## config.mk

```make
export PLATFORM = sky130hd
export DESIGN_NAME = bitty_core_param
export DESIGN_NICKNAME = d
export VERILOG_FILES = /design/src/rtl/bitty_pkg.sv /design/src/rtl/bitty_alu_param.sv /design/src/rtl/bitty_core_param.sv
export SDC_FILE = /design/constraint.sdc
export NUM_CORES = 1
export LEC_CHECK = 0
export CORE_MARGIN = 2
export CORE_UTILIZATION = 60
export CTS_BUF_LIST = sky130_fd_sc_hd__clkbuf_2 sky130_fd_sc_hd__clkbuf_4 sky130_fd_sc_hd__clkbuf_8
export DETAILED_ROUTE_END_ITERATION = 6
export GPL_TIMING_DRIVEN = 0
export PLACE_DENSITY = 0.79
export SLEW_MARGIN = 20
export SYNTH_ARGS = -nofsm -noshare
export SYNTH_HDL_FRONTEND = slang
export SYNTH_SLANG_ARGS = --single-unit
```

## constraint.sdc

```tcl
create_clock -name clk -period 7.1 [get_ports clk]
set_input_delay 0.71 -clock clk [delete_from_list [all_inputs] [get_ports clk]]
set_output_delay 0.71 -clock clk [all_outputs]
set_load 0.005 [all_outputs]
```

## src/rtl/bitty_pkg.sv

```systemverilog
// Shared types and encodings for the parametrised Bitty core.
// Covers FSM states, ALU op codes, instruction formats and CMP result codes.
package bitty_pkg;

  typedef enum logic [1:0] {
    IDLE   = 2'd0,
    LOAD_S = 2'd1,
    EXEC   = 2'd2,
    WB     = 2'd3
  } state_e;

  localparam logic [2:0] OP_ADD = 3'd0;
  localparam logic [2:0] OP_SUB = 3'd1;
  localparam logic [2:0] OP_AND = 3'd2;
  localparam logic [2:0] OP_OR  = 3'd3;
  localparam logic [2:0] OP_XOR = 3'd4;
  localparam logic [2:0] OP_SHL = 3'd5;
  localparam logic [2:0] OP_SHR = 3'd6;
  localparam logic [2:0] OP_CMP = 3'd7;

  localparam logic [1:0] FMT_RR  = 2'b00;
  localparam logic [1:0] FMT_IMM = 2'b01;

  localparam logic [1:0] CMP_EQ = 2'b00;
  localparam logic [1:0] CMP_GT = 2'b01;
  localparam logic [1:0] CMP_LT = 2'b10;

  // Both 10 and 11 are reserved, so the upper format bit alone marks them.
  function automatic logic fmt_reserved(input logic [1:0] fmt);
    return fmt[1];
  endfunction

endpackage

```

## src/rtl/bitty_alu_param.sv

```systemverilog
// Combinational Bitty ALU: eight operations on DATA_W-bit operands.
// CMP returns its unsigned ordering code both as the result and on the cmp output.
module bitty_alu_param import bitty_pkg::*; #(
  parameter int DATA_W = 16
) (
  input  logic [DATA_W-1:0] a,
  input  logic [DATA_W-1:0] b,
  input  logic [2:0]        op,
  output logic [DATA_W-1:0] y,
  output logic [1:0]        cmp
);

  localparam int SH_W = $clog2(DATA_W);

  logic [SH_W-1:0] sh;
  assign sh = b[SH_W-1:0];

  always_comb begin
    if (a == b)     cmp = CMP_EQ;
    else if (a > b) cmp = CMP_GT;
    else            cmp = CMP_LT;
  end

  always_comb begin
    y = '0;
    case (op)
      OP_ADD:  y = a + b;
      OP_SUB:  y = a - b;
      OP_AND:  y = a & b;
      OP_OR:   y = a | b;
      OP_XOR:  y = a ^ b;
      OP_SHL:  y = a << sh;
      OP_SHR:  y = a >> sh;
      OP_CMP:  y = {{(DATA_W-2){1'b0}}, cmp};
      default: y = '0;
    endcase
  end

endmodule

```

## src/rtl/bitty_core_param.sv

```systemverilog
// Parametrised multi-cycle Bitty core: register file, operand mux and sequencing FSM.
// One instruction per handshake, LOAD_S -> EXEC -> WB, with a combinational debug read port.
//
// state  | meaning
// IDLE   | inst_ready high, waiting for inst_valid
// LOAD_S | latch R[rx] into regS
// EXEC   | regC <= alu(regS, operand)
// WB     | done (and illegal) pulse, commit regC / cmp_flag at exit
module bitty_core_param import bitty_pkg::*; #(
  parameter  int DATA_W = 16,
  parameter  int NREGS  = 8,
  parameter  int INST_W = 16,
  localparam int RS     = $clog2(NREGS)
) (
  input  logic              clk,
  input  logic              reset,
  input  logic [INST_W-1:0] inst,
  input  logic              inst_valid,
  output logic              inst_ready,
  output logic              done,
  output logic              illegal,
  output logic [1:0]        cmp_flag,
  input  logic [RS-1:0]     dbg_sel,
  output logic [DATA_W-1:0] dbg_data
);

  localparam int IMM_W = INST_W - RS - 5;

  state_e            state;
  logic [INST_W-1:0] inst_q;
  logic [DATA_W-1:0] reg_s;
  logic [DATA_W-1:0] reg_c;
  logic [DATA_W-1:0] regs [NREGS];

  logic [RS-1:0]     rx;
  logic [RS-1:0]     ry;
  logic [2:0]        op;
  logic [1:0]        fmt;
  logic [IMM_W-1:0]  imm;
  logic [DATA_W-1:0] imm_ext;
  logic [DATA_W-1:0] operand;
  logic [DATA_W-1:0] alu_y;
  logic [1:0]        alu_cmp;

  assign rx  = inst_q[INST_W-1 -: RS];
  assign ry  = inst_q[INST_W-1-RS -: RS];
  assign op  = inst_q[4:2];
  assign fmt = inst_q[1:0];
  assign imm = inst_q[INST_W-1-RS:5];

  generate
    if (IMM_W >= DATA_W) begin : g_imm_trunc
      assign imm_ext = imm[DATA_W-1:0];
    end else begin : g_imm_zext
      assign imm_ext = {{(DATA_W-IMM_W){1'b0}}, imm};
    end
  endgenerate

  // Register operand is read in EXEC, so rx==ry sees the pre-write value.
  always_comb begin
    operand = regs[ry];
    if (fmt == FMT_IMM) operand = imm_ext;
  end

  bitty_alu_param #(.DATA_W(DATA_W)) u_alu (
    .a   (reg_s),
    .b   (operand),
    .op  (op),
    .y   (alu_y),
    .cmp (alu_cmp)
  );

  assign inst_ready = (state == IDLE);
  assign dbg_data   = regs[dbg_sel];

  always_ff @(posedge clk or negedge reset) begin
    if (!reset) begin
      state   <= IDLE;
      inst_q  <= '0;
      reg_s   <= '0;
      reg_c   <= '0;
      done    <= 1'b0;
      illegal <= 1'b0;
    end else begin
      done    <= 1'b0;
      illegal <= 1'b0;
      case (state)
        IDLE: begin
          if (inst_valid) begin
            inst_q <= inst;
            state  <= LOAD_S;
          end
        end
        LOAD_S: begin
          reg_s <= regs[rx];
          state <= EXEC;
        end
        EXEC: begin
          reg_c   <= alu_y;
          done    <= 1'b1;
          illegal <= fmt_reserved(fmt);
          state   <= WB;
        end
        WB:      state <= IDLE;
        default: state <= IDLE;
      endcase
    end
  end

  // Commit happens on the edge leaving WB; the CMP code already sits in regC[1:0].
  always_ff @(posedge clk or negedge reset) begin
    if (!reset) begin
      for (int i = 0; i < NREGS; i++) regs[i] <= '0;
      cmp_flag <= CMP_EQ;
    end else if (state == WB && !fmt_reserved(fmt)) begin
      regs[rx] <= reg_c;
      if (op == OP_CMP) cmp_flag <= reg_c[1:0];
    end
  end

  logic unused_alu_cmp;
  assign unused_alu_cmp = ^alu_cmp;

endmodule

```

==> metrics <==
Worst Max-Slew Pin Slew=1.07 ns; CTS buffer count=17; number of nets in the layout=1316; top post-synthesis cells by area=dfrtp_1 34%, mux4_2 16%, mux2_2 15%, mux2i_1 6.1%, ha_1 5.4%; drt drc=0; vias in the first global route=10.9k; Net Count, Synth=1256; CP arrival=6.13 ns; Crit path buffers/inverters=4; minimum clock period=5.76 ns; Post-DRT Antenna Nets=0; Slew Limit Fails=0; hold_ws=0.199 ns; Area Growth Syn to Fin=8.85%; # IOs=43; DR vias/cell=7.08; first-pass GRT wire length=65.0 mm; placed instance area=14200 µm²; post-synthesis sequential area ratio=34.0%; dpl hpwl=30.8 mm; post-CTS sizing=0; Mapped Area=13400 µm²; Worst Setup End Kind=flip-flop; worst path required time=7.47 ns; via count=10.8k; deepest clock path buffer count=2; core box area=21900 µm²; crit start category=flip-flop; initial core utilization=61.1%; share of cells above drive strength 1=27.5%; Post-synth ARST share=100%; R2R setup slack=1.34 ns; kind of critical path=reg -> reg; Clock Tree Root=clkbuf_8; Max Clock Freq=174 MHz; CP peak stage delay=0.86 ns; WL/cell=27.7 µm; Detailed Route WL=42.3 mm; delay-heaviest family, CP=compound AO/OA/AOI/OAI gates; Reg2Reg Depth=17; # hold bufs at CTS=0; Final Hold Fails=0; largest net degree at the start of global routing=101; post-CTS setup buffers=0; Post-synth EDFFs=0; multi-input logic area=8280 µm²; Die W=153 µm; CP most frequent cell=nor2_1; final instance area=14600 µm²; TritonCTS clock tree=done; worst hold path type=in -> async; worst-path cell chain=buf_2, buf_4, buf_1, mux4_2, mux2i_1, nor2_1, a21oi_1, ha_1, clkbuf_1, nor2_1, nor2_1, a2111oi_1, o31ai_1, a21oi_1, mux2i_1, o2111ai_1, o22a_1; grt total ovfl=0; 1st-pass router iterations=5; CTS sink cnt=182; FILL cells=1658; max-cap check violation count=0; Die ar.=23500 µm²; initial antenna violation count=0; most common cell after layout, fill and taps aside=dfrtp_1; warnings from Yosys=0; synthesis-stage register bit count=182; largest area contributor in the netlist=dfrtp_1; status=completed; FF-to-FF End=reg_c[15]; Layout Skew=0.0186 ns; clock slew at reported path FFs=0.10 ns; First DRT Iteration DRCs=1267; syn_area_per_cell=11.4 µm²; ys flop type=dfrtp_1; FF/Latch Area=4550 µm²; setup violators final=0; area share of the largest cell type after synthesis=34.0%; Crit path depth=17; Worst-Skew Late Latency=0.48 ns; CP startpoint=inst_q[10]; leading cell types in the layout, fill and taps excluded=182 x dfrtp_1, 177 x mux2_2, 95 x mux4_2; Critical Path End=reg_c[15]; RSZ-0062 raised after global routing=false; Yosys cell types=66; fin crit share=81.1%; row count=54; number of buffers added on ports=40; Routability Congestion=1.01; All-Layer GR Usage=36.6%; H-tree depth=4; slowest CP cell=a2111oi_1; reg2reg start=inst_q[10]; ant diodes=0; Die Y=153 µm; Rel. slew slack=28.8%; synthesized netlist cell count=1174; critical path peak fanout=10
## worst min path at each step
stage                       end         from  cells past startpoint
finish                 regs[61]        reset                      1
floorplan           cmp_flag[0]        reset                      0
global route           regs[61]        reset                      1
global placement    cmp_flag[1]  cmp_flag[1]                      1
CTS                    regs[45]        reset                      1
detailed placement  cmp_flag[1]  cmp_flag[1]                      1
## area by class of cell
cell class / instances / area share, %
Timing Repair Buffer: 41 / 2.97
Sequential cell: 182 / 31.3
Tap cell: 280 / 2.41
Multi-Input combinational cell: 854 / 56.8
Clock buffer: 21 / 1.94
Inverter: 59 / 1.52
Buffer: 79 / 2.43
Clock inverter: 9 / 0.644
## cells in the mapped netlist (3+ instances only)
cell        n
mux2_2    177
nand2_1    56
nor3_1     17
nand3b_1    4
nand4_1     3
xnor2_1    10
inv_1      57
a221oi_1   12
o221ai_1    9
mux4_2     95
and3_1      3
mux2i_1    81
o21bai_1    3
buf_1      14
o21ai_0    33
a22o_1      4
buf_4       6
o22ai_1     6
nand3_1    17
clkbuf_1   46
nand2b_1    3
or3_1       3
nor2b_1     9
a31oi_1    10
a221o_1     3
nor3b_1     4
dfrtp_1   182
a21boi_0    3
o21a_1      6
o31ai_1     6
buf_2      10
nor4_1      5
ha_1       58
a211oi_1    7
a21oi_1    64
a22oi_1     9
nor2_1     77
xor2_1      5
o32a_1      3
o211ai_1    8
a21o_1     10
## kinds of logic (layout without fill, tap and decap cells)
kind of cell	after synthesis	after routing	synth area share, %
mux	355	355	37.2
compound gates	213	213	10.6
simple gates	211	211	7.23
flops	182	182	34.0
buf+inv	138	209	4.27
fa+ha+maj	60	60	5.72
xor+xnor	15	15	0.982
## metrics by stage
step                      TNS [ns]  utilization (%)  setup slack [ns]  instances
after floorplan                  0                -              2.94       1174
after global placement     -397.96             64.6             -2.21       1494
after detailed placement         0             64.8              1.28       1495
after CTS                        0             66.5              1.23       1525
after global routing             0             66.5              1.06       1525
final                            0             66.5              1.34       1525
## registers in the layout, indices dropped and copies added (netlist names)
signal	cells
regs	128
inst_q	16
reg_c	16
reg_s	16
cmp_flag	2
state	2
done	1
illegal	1
## metal layers
layer	GRT usage [%]	wire length [µm]	vias to the layer above
met3	6.24	3660	137
li1	-	-	4555
met4	17.7	2020	0
met5	0	0	-
met2	58.1	19900	668
met1	49.4	16700	5435
## worst register-to-register path: stages (launching register included)
cell,delay [ns]
dfrtp_1,0.33
buf_2,0.24
buf_4,0.29
buf_1,0.69
mux4_2,0.62
mux2i_1,0.15
nor2_1,0.06
a21oi_1,0.46
ha_1,0.37
clkbuf_1,0.28
nor2_1,0.17
nor2_1,0.08
a2111oi_1,0.86
o31ai_1,0.18
a21oi_1,0.29
mux2i_1,0.26
o2111ai_1,0.15
o22a_1,0.19
Power is not shown: default switching activity piles up to over one toggle a cycle in this logic, so the estimate is an artifact.
